[src/rtl/kasumi_pkg.sv]
// KASUMI round scheduler shared types and sizes.
// Used by kasumi_round_sched and kasumi_lat_cnt.
package kasumi_pkg;

    localparam int NUM_ROUNDS = 8;
    localparam int HALF_W     = 32;
    localparam int BLK_W      = 64;
    localparam int IDX_W      = 3;
    localparam int CNT_W      = 3;
    localparam int BCNT_W     = 16;

    typedef enum logic [2:0] {
        S_IDLE   = 3'd0,
        S_ISSUE  = 3'd1,
        S_WAIT   = 3'd2,
        S_UPDATE = 3'd3,
        S_DONE   = 3'd4
    } state_t;

    localparam logic [IDX_W-1:0] LAST_RND = IDX_W'(NUM_ROUNDS - 1);

endpackage

[src/rtl/kasumi_lat_cnt.sv]
// Loadable down-counter with zero flag.
// Times the wait for the external round datapath.
module kasumi_lat_cnt #(
    parameter int W = 3
) (
    input  logic         clk,
    input  logic         rst,
    input  logic         i_load,
    input  logic [W-1:0] i_val,
    input  logic         i_dec,
    output logic         o_zero
);

    logic [W-1:0] r_cnt;

    always_ff @(posedge clk or negedge rst) begin
        if (!rst) begin
            r_cnt <= '0;
        end else if (i_load) begin
            r_cnt <= i_val;
        end else if (i_dec && (r_cnt != '0)) begin
            r_cnt <= r_cnt - 1'b1;
        end
    end

    assign o_zero = (r_cnt == '0);

endmodule

[src/rtl/kasumi_round_sched.sv]
// KASUMI 8-round Feistel scheduler around an external round datapath.
// Optional block counter: define KASUMI_SCHED_BLKCNT_EN.
module kasumi_round_sched
    import kasumi_pkg::*;
#(
    parameter int RND_LAT = 2
) (
    input  logic              clk,
    input  logic              rst,
    input  logic              in_valid,
    output logic              in_ready,
    input  logic [BLK_W-1:0]  in_data,
    output logic              out_valid,
    input  logic              out_ready,
    output logic [BLK_W-1:0]  out_data,
    output logic [HALF_W-1:0] rnd_in,
    output logic              rnd_odd,
    output logic [IDX_W-1:0]  rnd_idx,
    input  logic [HALF_W-1:0] rnd_out,
    output logic              busy,
    output logic [BCNT_W-1:0] blk_cnt
);

    localparam logic [CNT_W-1:0] LAT_LD = CNT_W'(RND_LAT - 1);

    state_t             r_state;
    state_t             w_nxt;
    logic [HALF_W-1:0]  r_l;
    logic [HALF_W-1:0]  r_r;
    logic [IDX_W-1:0]   r_idx;
    logic               w_zero;
    logic               w_load;
    logic               w_dec;
    logic               w_in_hs;
    logic               w_out_hs;

    assign w_in_hs  = (r_state == S_IDLE) && in_valid;
    assign w_out_hs = (r_state == S_DONE) && out_ready;
    assign w_load   = (r_state == S_ISSUE);
    assign w_dec    = (r_state == S_WAIT);

    kasumi_lat_cnt #(
        .W (CNT_W)
    ) u_lat_cnt (
        .clk    (clk),
        .rst    (rst),
        .i_load (w_load),
        .i_val  (LAT_LD),
        .i_dec  (w_dec),
        .o_zero (w_zero)
    );

    always_ff @(posedge clk or negedge rst) begin
        if (!rst) begin
            r_state <= S_IDLE;
        end else begin
            r_state <= w_nxt;
        end
    end

    always_comb begin
        w_nxt = r_state;
        unique case (r_state)
            S_IDLE:   if (in_valid) w_nxt = S_ISSUE;
            S_ISSUE:  w_nxt = S_WAIT;
            S_WAIT:   if (w_zero) w_nxt = S_UPDATE;
            S_UPDATE: w_nxt = (r_idx == LAST_RND) ? S_DONE : S_ISSUE;
            S_DONE:   if (out_ready) w_nxt = S_IDLE;
            default:  w_nxt = S_IDLE;
        endcase
    end

    always_comb begin
        in_ready  = 1'b0;
        busy      = 1'b1;
        out_valid = 1'b0;
        unique case (1'b1)
            (r_state == S_IDLE): begin
                in_ready = 1'b1;
                busy     = 1'b0;
            end
            (r_state == S_DONE): out_valid = 1'b1;
            default: ;
        endcase
    end

    // Halves only move on acceptance and UPDATE, so rnd_* hold for the whole round.
    always_ff @(posedge clk or negedge rst) begin
        if (!rst) begin
            r_l   <= '0;
            r_r   <= '0;
            r_idx <= '0;
        end else if (w_in_hs) begin
            r_l   <= in_data[BLK_W-1:HALF_W];
            r_r   <= in_data[HALF_W-1:0];
            r_idx <= '0;
        end else if (r_state == S_UPDATE) begin
            r_l <= r_r ^ rnd_out;
            r_r <= r_l;
            if (r_idx != LAST_RND) begin
                r_idx <= r_idx + 1'b1;
            end
        end
    end

    assign out_data = {r_l, r_r};
    assign rnd_in   = r_l;
    assign rnd_odd  = ~r_idx[0];
    assign rnd_idx  = r_idx;

`ifdef KASUMI_SCHED_BLKCNT_EN
    logic [BCNT_W-1:0] r_blk_cnt;

    always_ff @(posedge clk or negedge rst) begin
        if (!rst) begin
            r_blk_cnt <= '0;
        end else if (w_out_hs && (r_blk_cnt != '1)) begin
            r_blk_cnt <= r_blk_cnt + 1'b1;
        end
    end

    assign blk_cnt = r_blk_cnt;
`else
    assign blk_cnt = '0;
`endif

endmodule

[config.mk]
export PLATFORM = sky130hd
export DESIGN_NAME = kasumi_round_sched
export DESIGN_NICKNAME = d
export VERILOG_FILES = /design/src/rtl/kasumi_pkg.sv /design/src/rtl/kasumi_lat_cnt.sv /design/src/rtl/kasumi_round_sched.sv
export SDC_FILE = /design/constraint.sdc
export NUM_CORES = 1
export LEC_CHECK = 0
export BUFFER_PORTS_ARGS = -buffer_cell sky130_fd_sc_hd__buf_2
export CORE_ASPECT_RATIO = 0.5
export CORE_MARGIN = 5
export CORE_UTILIZATION = 45
export DETAILED_ROUTE_END_ITERATION = 8
export PLACE_DENSITY = 0.8
export SYNTH_ARGS = -nofsm -noshare
export SYNTH_HDL_FRONTEND = slang
export SYNTH_HIERARCHICAL = 1
export SYNTH_SLANG_ARGS = --single-unit
[constraint.sdc]
create_clock -name clk -period 2.1 [get_ports clk]
set_input_delay 0.42 -clock clk [delete_from_list [all_inputs] [get_ports clk]]
set_output_delay 0.42 -clock clk [all_outputs]
set_load 0.01 [all_outputs]
# Yosys cells after proc, flatten, opt, wreduce, memory -nomap -nowiden
# Cells that the tools add are included.
[op_classes]
add_sub_neg = 2
n_eq_ne = 9
n_mux = 17
bitwise_logic = 2
n_reduce_logical = 10
[op_table]
columns = ["cell", "n"]
rows = [
  ["$mux 32", 4],
  ["$xor 32x32->32", 1],
  ["$mux 3", 9],
  ["$pmux 3 s5", 1],
  ["$eq 3x2->1 const B", 2],
  ["$eq 3x3->1 const B", 2],
  ["$logic_not 3->1", 2],
  ["$ne 2x2->1 const B", 3],
  ["$reduce_bool 2->1", 3],
  ["$add 3x1->3 const B", 1],
  ["$eq 3x1->1 const B", 1],
  ["$mux 1", 3],
  ["$ne 3x3->1 const B", 1],
  ["$reduce_and 3->1", 1],
  ["$reduce_bool 3->1", 1],
  ["$sub 3x1->3 const B", 1],
  ["$logic_and 1x1->1", 2],
  ["$reduce_and 2->1", 1],
  ["$not 1->1", 1],
]
[word_totals]
regBits = 73
input_bits = 100
out_inout_bits = 119
wordCells = 45

# Longest topological paths before layout
# Gate-level depths: netlist (run 1).
[logic_depth]
depth_word = 4
ltp_mapped = 7
ltp_nobuf = 6

# Modules after synthesis
# The synthesis (run 1) kept the hierarchy.
[modules_own_cells]
columns = ["mod", "n_inst", "cells_per_inst", "area_per_inst_um2"]
rows = [
  ["kasumi_round_sched", 1, 361, 3838.7],
  ["kasumi_lat_cnt", 1, 19, 207.7],
]

# Least setup slack after synthesis (run 1)
# No wires, ideal clock.
[synth_path]
path_type = "register to register"
start = "reg r_idx[0], in the netlist rnd_idx[0]"
end = "reg r_idx[1], in the netlist rnd_idx[1]"
setup_time_ns = 0.121
t_arrival_ns = 1.690
required_time_ns = 1.979
setup_slack_ns = 0.289
path_stages_with_launch = 6
path_buffers = 0
cell_sequence = "dfrtp_1 ha_1 ha_1 nor4bb_1 mux2i_1 nor2_1"
[synth_via]
elab_chain_cells = 4
elab_cells_between_ends = 7
[synth_lines]
columns = ["item", "line_no", "source"]
rows = [
  ["start, declared", "kasumi_round_sched.sv:30", "logic [IDX_W-1:0] r_idx;"],
  ["start signal, assigned", "kasumi_round_sched.sv:101", "r_idx <= r_idx + 1'b1;"],
  ["$add 3x1->3", "kasumi_round_sched.sv:101", ""],
  ["$mux 3", "kasumi_round_sched.sv:100", "if (r_idx != LAST_RND) begin"],
  ["$mux 3", "kasumi_round_sched.sv:97", "end else if (r_state == S_UPDATE) begin"],
  ["$mux 3", "kasumi_round_sched.sv:93", "end else if (w_in_hs) begin"],
]
# Parallel ways exist; a longest one is shown, timed or not. The select of a mux whose other input is x is not followed.
# A chain may end at the register's enable or synchronous reset.

# Final worst setup path (run 1)
[layout_path]
start = "reg r_state[2]"
end = "out out_valid"
[layout_via]
elab_chain_cells = 2
[layout_lines]
columns = ["item", "line_no", "source"]
rows = [
  ["start, declared", "kasumi_round_sched.sv:26", "state_t r_state;"],
  ["start signal, assigned", "kasumi_round_sched.sv:57", "r_state <= w_nxt;"],
  ["$eq 3x3->1", "kasumi_round_sched.sv:82", "(r_state == S_DONE): out_valid = 1'b1;"],
  ["$mux 1", "kasumi_round_sched.sv:77", "unique case (1'b1)"],
  ["end, declared", "kasumi_round_sched.sv:13", "output logic out_valid,"],
]
# No other way between the ends.

==> results.py, run 1 <==
metrics = {
    "synthesis": {
        "ys_seq_elements": 73,
        "synthesis.area_per_instance_um2": 10.6,
        "yosys_warnings": 6,
        "ys_top_cells_by_area": "dfrtp_1 (45%), buf_4 (9.8%), mux2i_1 (8.7%)",
        "synth_cell_types": 30,
        "synth_largest_type_area_fraction_pct": 45.1,
        "synth-seq-area-share_pct": 45.1,
        "yosysTopAreaCell": "dfrtp_1",
        "synth-xor-area-share_pct": 7.14,
        "compound_gate_fraction_of_synth_area_pct": 18.0,
        "synth_top_family_by_area": "compound AO/OA/AOI/OAI gates",
        "synth_cells": 380,
        "muxShareOfSynthArea_pct": 8.66,
        "synth_fa_ha_area_share_pct": 1.24,
        "post_synth_and_or_nand_nor_area_fraction_pct": 6.77,
        "synthesis.area_um2": 4050,
    },
    "power": {
        "irDropWorstVdd_mv": 0.660,
        "power.static_leakage_nw": 2.86,
        "report.power.total_mw": 8.35,
        "powerDensity_nw_per_um2": 1600,
    },
    "status": {
        "run_status": "complete, but fails checks",
        "failed_checks": "hold timing",
    },
    "layout": {
        "layout-drive-gt1-share_pct": 42.3,
        "final_common_cell": "buf_2",
        "multiInputGateArea_um2": 1770,
        "final_net_count": 652,
        "seq_area_um2": 1830,
        "fin_area_um2": 5210,
        "final.fill_count": 755,
        "num_antenna_cells": 0,
        "final_cell_mix": "buf_2 (201), dfrtp_1 (73), mux2i_1 (35), nand2_1 (33), a22o_1 (33)",
        "area.growth.synth_to_final_pct": 28.8,
    },
    "critical_path": {
        "critical_path_peak_fanout": 8,
        "data_required_critical_path_ps": 1680,
        "timing.critical_path.to_type": "output pin",
        "crit_type": "reg -> out",
        "cp.arrival_ps": 1360,
        "startpoint_type": "register",
    },
    "detailed_routing": {
        "dr_total_vias": 3287,
        "viasPerCell": 4.91,
        "ant_nets": 0,
        "detail_route.wl_per_cell_um": 15.2,
        "routed_wirelength_mm": 10.2,
        "initialDrtViolationCount": 129,
        "detailedRoute.firstPassIterationCount": 4,
        "drc_violations": 0,
    },
    "clock_network": {
        "clock-root-buffer": "clkbuf_16",
        "cts_tree": "done",
        "ctsHtreeMaxLevel": 3,
        "worst_setup_hold_path_clk_slew_ps": 60,
        "cts_hold_buf": 0,
        "insertion_delay_ps": 330,
        "cts.repair.resized": 0,
        "cts-buffers-inserted": 9,
        "post-cts-setup-buffer-count": 0,
        "clk_path_buf_depth": 2,
        "cts.sink_count": 73,
    },
    "die": {
        "initial_core_util_pct": 46.3,
        "fp-row-count": 24,
        "dieArea_um2": 11100,
        "io_pins": 219,
        "core_area_um2": 8740,
        "fp.dieH_um": 77.1,
        "chipWidth_um": 144,
    },
    "timing": {
        "timing.hold.ws_ps": -3.80,
        "unrepaired_setup_endpoints_after_global_routing": "false",
        "timing.final.crit_share_pct": 84.6,
        "maxSlewViolCount": 0,
        "setup_tns_ps": 0,
        "final_number_of_hold_violating_endpoints": 7,
        "finalSetupViolCount": 0,
        "fmax_mhz": 563,
        "fin_skew_ps": 5.73,
        "period_minus_slack_ps": 1780,
    },
    "global_routing": {
        "antenna_found_initial": 0,
        "grt_pass1_vias": 3318,
        "pin_count_of_the_biggest_net_entering_global_routing": 55,
        "grtUsageTotal_pct": 18.5,
        "grt_pass1_wl_mm": 16.5,
        "global_route.overflow_total": 0,
    },
    "placement": {
        "dp.final_hpwl_mm": 7.74,
        "io_buffer_count": 202,
        "gpl.final_weighted_congestion": 0.766,
        "dpl-instance-area_um2": 4900,
    },
    "min_path": {
        "hold_path.class": "in -> async",
    },
    "flow_run": {
        "max_cap_viol_count": 0,
    },
}
sequential cells by signal, summed over array words and instances (netlist names):
signal,flops
r_r,32
r_state,3
rnd_idx,3
rnd_in,32
u_lat_cnt/r_cnt,3
area by class of cell:
type | instances | area share, %
clock inverters | 4 | 0.960
multi-input cells | 245 | 33.9
inverters | 6 | 0.432
repair buffers | 213 | 21.7
clock buffers | 12 | 5.11
well taps | 117 | 2.81
flip-flops and latches | 73 | 35.0
metrics by stage:
stage / utilization (%) / instances / setup WS [ps]
floorplan: - / 397 / 289
global placement: 56.0 / 654 / 443
detailed placement: 56.0 / 654 / 345
CTS: 59.7 / 670 / 302
global route: 59.7 / 670 / 195
finish: 59.7 / 670 / 323
worst max-delay path: stages (launching register included):
cell and delay [ps]:
dfrtp_1 500, nor3b_1 330, buf_2 200
kinds of logic (layout without fill, tap and decap cells):
group	Yosys count	in the layout
and+or+nand+nor	53	53
adders and majority gates	4	4
AOI/OAI and AO/OA	101	101
buffers and inverters	79	235
DFF	73	73
xor gates and xnor gates	33	33
muxes	35	35
other	2	19
synthesized netlist by cell type:
library cell  count
buf_4            53
clkbuf_1          7
ha_1              4
conb_1            2
a22o_1           33
nor4bb_1          1
inv_1             6
o21ai_0          24
o22a_1            1
buf_6             1
xor2_1           32
nor4b_4           1
o21ai_1           8
a21o_1           32
xnor2_1           1
nor3b_1           3
buf_2            11
nand2_1          33
nor2_1            5
nor4b_1           3
and3b_1           1
nor3_1            1
clkbuf_4          1
mux2i_1          35
a221o_1           3
dfrtp_1          73
or2_2             1
nor2b_1           2
and2b_4           1
nand2b_1          1
per-layer routing:
layer / track usage, % / share of wire, % / vias to the layer above
met5: 0 / 0 / -
met4: 5.73 / 1.4 / 0
met3: 4.91 / 5.7 / 13
met2: 33.0 / 53 / 86
met1: 21.6 / 40 / 1602
li1: - / - / 1586
worst paths after layout:
kind,slack (ps),start,to,cells after the start
setup / recovery,320,r_state[2]$_DFFE_PN0P_,out_valid,2
hold / removal,-4,rst,r_r[8]$_DFFE_PN0P_,1
setup reg to reg,350,r_state[1]$_DFFE_PN0P_,rnd_in[10]$_DFFE_PN0P_,4
hold reg to reg,510,r_r[27]$_DFFE_PN0P_,r_r[27]$_DFFE_PN0P_,1
max in group asynchronous,1560,rst,rnd_in[17]$_DFFE_PN0P_,2
min in group clk,290,in_data[56],rnd_in[24]$_DFFE_PN0P_,3
where the power goes:
part	leakage, nW	total (mW)	internal, mW	switching, mW
Sequential	0.903	2.79	2.11	0.681
Combinational	1.80	3.97	1.91	2.05
Clock	0.151	1.59	1.01	0.577
Total	2.86	8.35	5.04	3.31
Power figures use the tool's default switching activity.
==> inputs of run 2 (changes only) <==
==> constraint.sdc (replaced) <==
create_clock -name clk -period 1.8 [get_ports clk]
set_input_delay 0.36 -clock clk [delete_from_list [all_inputs] [get_ports clk]]
set_output_delay 0.36 -clock clk [all_outputs]
set_load 0.01 [all_outputs]
==> run 2 against run 1 <==
  * Worst setup slack lost 220 ps
  * Combinational power grew 18%
  * Sequential power grew 16%
  * The flow now finishes without violations
  * Power grew 16%
  * Final area grew 0.17%
  * Clock power grew 9%
  * Clock skew shrank 0.78 ps
  * Flip-flop and latch count is the same
  * Critical path depth is the same
  * Highest routed layer unchanged
  * Non-clock buffer count grew 1
==> results.py, run 2 (same netlist as run 1, synthesis figures left out) <==
metrics = {
    "power": {
        "powerDensity_nw_per_um2": 1850,
        "switchingPower_mw": 3.84,
        "report.power.total_mw": 9.67,
        "power.share.combinational_pct": 48.4,
        "switching_share_pct": 39.7,
        "clock_power_share_pct": 17.9,
        "seq_power_share_pct": 33.6,
        "irDropWorstVdd_mv": 0.726,
        "power.static_leakage_nw": 2.86,
        "internal_power_mw": 5.84,
    },
    "clock_network": {
        "cts-buffers-inserted": 9,
        "insertion_delay_ps": 330,
        "cts.sink_count": 73,
        "clk_path_buf_depth": 2,
        "clock-root-buffer": "clkbuf_16",
        "cts_tree": "done",
        "ctsHtreeMaxLevel": 3,
        "worst_setup_hold_path_clk_slew_ps": 60,
    },
    "min_path": {
        "hold_path.class": "in -> reg",
        "hold_path_startpoint": "in_data[53]",
        "hold_end": "rnd_in[21]$_DFFE_PN0P_",
        "min_path_cells": 3,
    },
    "layout": {
        "final_cell_mix": "buf_2 (201), dfrtp_1 (73), mux2i_1 (35), nand2_1 (33), a22o_1 (33)",
        "num_antenna_cells": 0,
        "instances_no_fill": 671,
        "final_net_count": 653,
        "fin_area_um2": 5220,
        "final_common_cell": "buf_2",
        "final_util_pct": 59.8,
        "final.fill_count": 718,
        "area.growth.synth_to_final_pct": 29.0,
        "layout-drive-gt1-share_pct": 42.2,
    },
    "critical_path": {
        "crit_path_cell_trace": "nor3b_2 > buf_2",
        "timing.critical_path.to_type": "output pin",
        "data_required_critical_path_ps": 1440,
        "crit_path_max_incr_delay_ps": 550,
        "cp.buffers_inverters": 1,
        "r2r-end": "rnd_idx[1]$_DFFE_PN0P_",
        "worst_r2r_path_depth": 5,
        "ff2ff_setup_slack_ps": 140,
        "slowest_stage": "dfrtp_1",
        "critical_path_peak_fanout": 8,
        "worst_r2r_startpoint": "rnd_idx[0]$_DFFE_PN0P_",
        "cp.arrival_ps": 1330,
        "startpoint_type": "register",
        "timing.critical_path.max_delay_family": "flip-flops",
        "crit_type": "reg -> out",
    },
    "placement": {
        "gpl.final_weighted_congestion": 0.753,
        "io_buffer_count": 202,
        "dpl_ws_ps": 46.0,
        "place.detailed.instances": 654,
        "dp.final_hpwl_mm": 7.60,
        "dpl-instance-area_um2": 4900,
    },
    "die": {
        "fp-row-count": 24,
        "io_pins": 219,
        "fp.dieH_um": 77.1,
        "dieArea_um2": 11100,
        "chipWidth_um": 144,
        "initial_core_util_pct": 46.3,
        "core_area_um2": 8740,
    },
    "detailed_routing": {
        "routed_wirelength_mm": 10.0,
        "drc_violations": 0,
        "ant_nets": 0,
        "detail_route.wl_per_cell_um": 15.0,
        "detailedRoute.firstPassIterationCount": 4,
        "initialDrtViolationCount": 208,
        "viasPerCell": 4.89,
        "dr_total_vias": 3283,
    },
    "global_routing": {
        "grtUsageTotal_pct": 17.9,
        "pin_count_of_the_biggest_net_entering_global_routing": 46,
        "global_route.overflow_total": 0,
        "antenna_found_initial": 0,
        "grt_pass1_wl_mm": 15.9,
        "grt_pass1_vias": 3177,
    },
    "timing": {
        "finalSetupViolCount": 0,
        "period_minus_slack_ps": 1690,
        "timing.hold.ws_ps": 231,
        "final_number_of_hold_violating_endpoints": 0,
        "unrepaired_setup_endpoints_after_global_routing": "false",
        "maxSlewViolCount": 0,
        "fmax_mhz": 590,
        "timing.final.crit_share_pct": 94.1,
        "setup_tns_ps": 0,
        "fin_skew_ps": 4.95,
        "final.setup.worst_slack_ps": 106,
    },
    "status": {
        "run_status": "finished, final reports clean",
    },
    "flow_run": {
        "max_cap_viol_count": 0,
    },
}
run 2: changes by cell type in the layout (fill, tap and decap cells not counted):
| cell | change |
|---|---|
| clkbuf_8 | -2 |
| dlygate4sd3_1 | +1 |
| clkbuf_1 | +3 |
| clkinvlp_4 | -2 |
| nor4bb_4 | +1 |
| nor3b_2 | +2 |
| nor3b_1 | -2 |
| clkinv_2 | +1 |
| nor4bb_1 | -1 |
run 2: layout make-up:
type	count	area [µm²]	share of cell area [%]
flip-flops and latches	73	1830	35.0
multi-input cells	245	1790	34.3
repair buffers	214	1140	21.9
clock buffers	13	250	4.79
well taps	117	146	2.80
clock inverters	3	40.0	0.767
inverters	6	22.5	0.431
run 2: power by group through the flow:
stage	Combinational [mW]	Sequential [mW]	Clock [mW]
after floorplan	3.15	3.46	0
after global placement	4.60	3.23	0
after detailed placement	4.72	3.26	0
after CTS	4.75	3.25	1.79
after global routing	5.18	3.40	1.85
final	4.69	3.25	1.73
run 2: timing repair:
action	4_1_cts	5_1_grt
hold buffers	1	0
gates resized for setup	0	3
setup endpoints to repair	0	4
hold endpoints to repair	28	0
buffers inserted	0	0
run 2: how the worst max path moves through the flow:
stage                                        end                   start  depth (start not counted)  slack (ps)
final                                  out_valid  r_state[2]$_DFFE_PN0P_                          2         110
after CTS                 rnd_idx[1]$_DFFE_PN0P_  rnd_idx[0]$_DFFE_PN0P_                          5          30
after floorplan           rnd_idx[1]$_DFFE_PN0P_  rnd_idx[0]$_DFFE_PN0P_                          5         130
after global placement    rnd_idx[1]$_DFFE_PN0P_  rnd_idx[0]$_DFFE_PN0P_                          5          90
after detailed placement  rnd_idx[2]$_DFFE_PN0P_  rnd_idx[0]$_DFFE_PN0P_                          5          50
after global routing      rnd_in[16]$_DFFE_PN0P_  r_state[0]$_DFFE_PN0P_                          4          30
run 2: worst register-to-register path, delay by kind of cell (launching register included):
kind	cells	cell delay, ps
fa+ha+maj	2	450
flops	1	410
mux	1	230
simple gates	2	450
run 2: per-layer routing:
layer	GRT usage, %	share of wire [%]
met1	21.4	39
met2	31.2	54
met4	6.02	1.5
met5	0	0
met3	4.47	6.0
==> inputs of run 3 (changes only) <==
--- a/config.mk
+++ b/config.mk
@@ -8,10 +8,9 @@
 export BUFFER_PORTS_ARGS = -buffer_cell sky130_fd_sc_hd__buf_2
 export CORE_ASPECT_RATIO = 0.5
 export CORE_MARGIN = 5
-export CORE_UTILIZATION = 45
+export CORE_UTILIZATION = 38
 export DETAILED_ROUTE_END_ITERATION = 8
-export PLACE_DENSITY = 0.8
+export PLACE_DENSITY = 0.7
 export SYNTH_ARGS = -nofsm -noshare
 export SYNTH_HDL_FRONTEND = slang
-export SYNTH_HIERARCHICAL = 1
 export SYNTH_SLANG_ARGS = --single-unit
==> run 3 against run 2 <==
  * Non-clock buffer count unchanged
  * Final area decreased by 1.3%
  * Sequential share of layout area increased by 0.47 points
  * Critical path depth increased by 2
  * Synthesized area decreased by 0.56%
  * Flip-flop and latch count unchanged
  * Synthesized cell count increased by 20%
  * Register-to-register slack improved by 30 ps
  * Largest power group unchanged
  * Die area increased by 16%
  * Core utilization decreased by 9.6 points
  * Critical endpoint is now busy
  * Worst hold slack got worse by 0.51 ps
  * Wire length increased by 7.8%
==> results.py, run 3 <==
metrics = {
    "status": {
        "run_status": "finished, final reports clean",
    },
    "synthesis": {
        "synth-edff-count": 0,
        "synth-xor-area-share_pct": 7.40,
        "synth_top_family_by_area": "compound AO/OA/AOI/OAI gates",
        "yosys-top-cells-count": "nand2_1 (101), dfrtp_1 (73), buf_4 (54)",
        "synthesis.area_um2": 4020,
        "ys_top_cells_by_area": "dfrtp_1 (45%), buf_4 (10%), nand2_1 (9.4%)",
        "synth_cell_types": 28,
        "synth_cells": 455,
        "yosysTopAreaCell": "dfrtp_1",
        "async_set_or_reset_flop_fraction_in_the_synthesized_netlist_pct": 100,
        "synth_largest_type_area_fraction_pct": 45.4,
        "yosys_warnings": 0,
        "ys_seq_elements": 73,
        "post_synth_and_or_nand_nor_area_fraction_pct": 15.0,
        "muxShareOfSynthArea_pct": 0.249,
        "synth-seq-area-share_pct": 45.4,
        "synthMostInstantiatedCell": "nand2_1",
        "synth-main-ff-cell": "dfrtp_1",
        "synth_fa_ha_area_share_pct": 1.24,
        "compound_gate_fraction_of_synth_area_pct": 16.3,
        "synthesis.area_per_instance_um2": 8.84,
    },
    "timing": {
        "timing.hold.ws_ps": 231,
        "maxSlewViolCount": 0,
        "fmax_mhz": 596,
        "finalSetupViolCount": 0,
        "timing.final.crit_share_pct": 93.2,
        "fin_skew_ps": 6.31,
        "unrepaired_setup_endpoints_after_global_routing": "false",
        "final_number_of_hold_violating_endpoints": 0,
        "setup_tns_ps": 0,
        "period_minus_slack_ps": 1680,
    },
    "critical_path": {
        "cp.buffers_inverters": 3,
        "data_required_critical_path_ps": 1440,
        "crit_type": "reg -> out",
        "critical_path_peak_fanout": 9,
        "worst_r2r_startpoint": "r_state[2]$_DFFE_PN0P_",
        "worst_r2r_path_depth": 6,
        "cp-endpoint": "busy",
        "cp.arrival_ps": 1320,
        "critPathLaunch": "r_state[1]$_DFFE_PN0P_",
        "crit_path_cell_trace": "buf_4 > nor3_4 > inv_1 > buf_2",
        "critical_path_cell_count": 4,
        "slowest_stage": "dfrtp_1",
        "ff2ff_setup_slack_ps": 170,
        "startpoint_type": "register",
        "r2r-end": "rnd_in[12]$_DFFE_PN0P_",
        "timing.critical_path.max_delay_family": "flip-flops",
        "timing.critical_path.to_type": "output pin",
        "crit_path_max_incr_delay_ps": 420,
    },
    "clock_network": {
        "clk_path_buf_depth": 2,
        "worst_setup_hold_path_clk_slew_ps": 60,
        "cts.sink_count": 73,
        "insertion_delay_ps": 330,
        "ctsHtreeMaxLevel": 3,
        "clock-root-buffer": "clkbuf_16",
        "cts-buffers-inserted": 9,
        "post-cts-setup-buffer-count": 0,
        "cts_tree": "done",
    },
    "global_routing": {
        "antenna_found_initial": 0,
        "pin_count_of_the_biggest_net_entering_global_routing": 57,
        "global_route.overflow_total": 0,
        "grtUsageTotal_pct": 16.2,
        "grt_pass1_vias": 3370,
        "grt_pass1_wl_mm": 16.5,
    },
    "power": {
        "report.power.total_mw": 9.61,
        "irDropWorstVdd_mv": 0.544,
        "power.static_leakage_nw": 2.67,
        "powerDensity_nw_per_um2": 1860,
    },
    "layout": {
        "final.fill_count": 1014,
        "layout-drive-gt1-share_pct": 37.3,
        "final_net_count": 723,
        "final_cell_mix": "buf_2 (201), nand2_1 (101), dfrtp_1 (73), a21oi_1 (38), nor2_1 (36)",
        "multiInputGateArea_um2": 1690,
        "final_common_cell": "buf_2",
        "final_util_pct": 50.1,
        "area.growth.synth_to_final_pct": 28.0,
        "seq_area_um2": 1830,
        "num_antenna_cells": 0,
    },
    "detailed_routing": {
        "drc_violations": 0,
        "viasPerCell": 4.63,
        "ant_nets": 0,
        "initialDrtViolationCount": 186,
        "detailedRoute.firstPassIterationCount": 4,
        "detail_route.wl_per_cell_um": 14.2,
        "routed_wirelength_mm": 10.8,
        "dr_total_vias": 3538,
    },
    "die": {
        "chipWidth_um": 156,
        "fp.dieH_um": 82.8,
        "io_pins": 219,
        "fp-row-count": 26,
        "dieArea_um2": 12900,
        "initial_core_util_pct": 39.1,
        "core_area_um2": 10300,
    },
    "flow_run": {
        "max_cap_viol_count": 0,
    },
    "placement": {
        "gpl.final_weighted_congestion": 0.796,
        "dp.final_hpwl_mm": 8.29,
        "io_buffer_count": 202,
    },
    "min_path": {
        "hold_path.class": "in -> reg",
    },
}
==> run 3: cell count changes in the layout (fill, tap and decap cells not counted), moves of 3 or more <==
cell and delta:
nand2_1 +68, a21oi_1 +38, mux2i_1 -34, a22oi_1 +33, xnor2_1 +33, a21o_1 -32, a22o_1 -32, nor2_1 +32
xor2_1 -32, o21ai_0 +5, a221o_1 -3, conb_1 -3, nor4b_1 -3
==> run 3: kinds of logic (layout without fill, tap and decap cells) <==
kind of cell	count (synthesis)	count (layout)
buffers and inverters	83	237
xor gates and xnor gates	34	34
muxes	1	1
adders and majority gates	4	4
AOI/OAI and AO/OA	112	112
DFF	73	73
and+or+nand+nor	147	147
other	1	16
==> run 3: cell type report <==
| cell class | instances | share of cell area [%] |
|---|---|---|
| clock inverter | 2 | 0.243 |
| tap | 140 | 3.40 |
| multi-input combinational | 314 | 32.8 |
| timing repair buffer | 214 | 22.4 |
| inverter | 7 | 0.510 |
| sequential | 73 | 35.5 |
| clock buffer | 14 | 5.12 |
==> run 3: where the power goes <==
| group | internal, mW | switching (mW) |
|---|---|---|
| Sequential | 2.45 | 0.758 |
| Clock | 1.01 | 0.644 |
| Combinational | 2.05 | 2.70 |
| Total | 5.50 | 4.10 |
==> run 3: how the worst min path moves through the flow <==
stage               cells after the start  slack (ps)                     end         from
finish                                  3         230  rnd_in[11]$_DFFE_PN0P_  in_data[43]
global route                            2         230  r_state[2]$_DFFE_PN0P_    out_ready
CTS                                     3         220  rnd_in[11]$_DFFE_PN0P_  in_data[43]
detailed placement                      1         340  rnd_in[24]$_DFFE_PN0P_          rst
global placement                        1         340  rnd_in[24]$_DFFE_PN0P_          rst
floorplan                               0          60      r_r[0]$_DFFE_PN0P_          rst
==> run 3: timing repair <==
item	4_1_cts	5_1_grt
hold endpoints to repair	34	0
resized for setup	1	2
endpoints found under the setup margin	2	2
hold buffers	1	0
==> run 3: stage by stage <==
step | instances | instance area [µm²] | worst slack, ps
after floorplan | 470 | 4080 | 381
after global placement | 747 | 4850 | 233
after detailed placement | 747 | 4850 | 200
after CTS | 764 | 5140 | 66.3
after global routing | 764 | 5150 | 4.01
final | 764 | 5150 | 123
==> run 3: worst register-to-register path, stage by stage (launching register included) <==
cell	delay, ps
dfrtp_1	450
buf_4	190
nand3b_1	180
buf_4	350
nor2_1	100
a21oi_1	140
o21ai_0	90
==> run 3: per-layer routing <==
metal	vias up	GRT usage, %	part of all wire, %
li1	1765	-	-
met1	1672	20.0	41
met5	-	0	0
met3	12	3.80	4.7
met2	89	28.5	53
met4	0	5.07	1.2
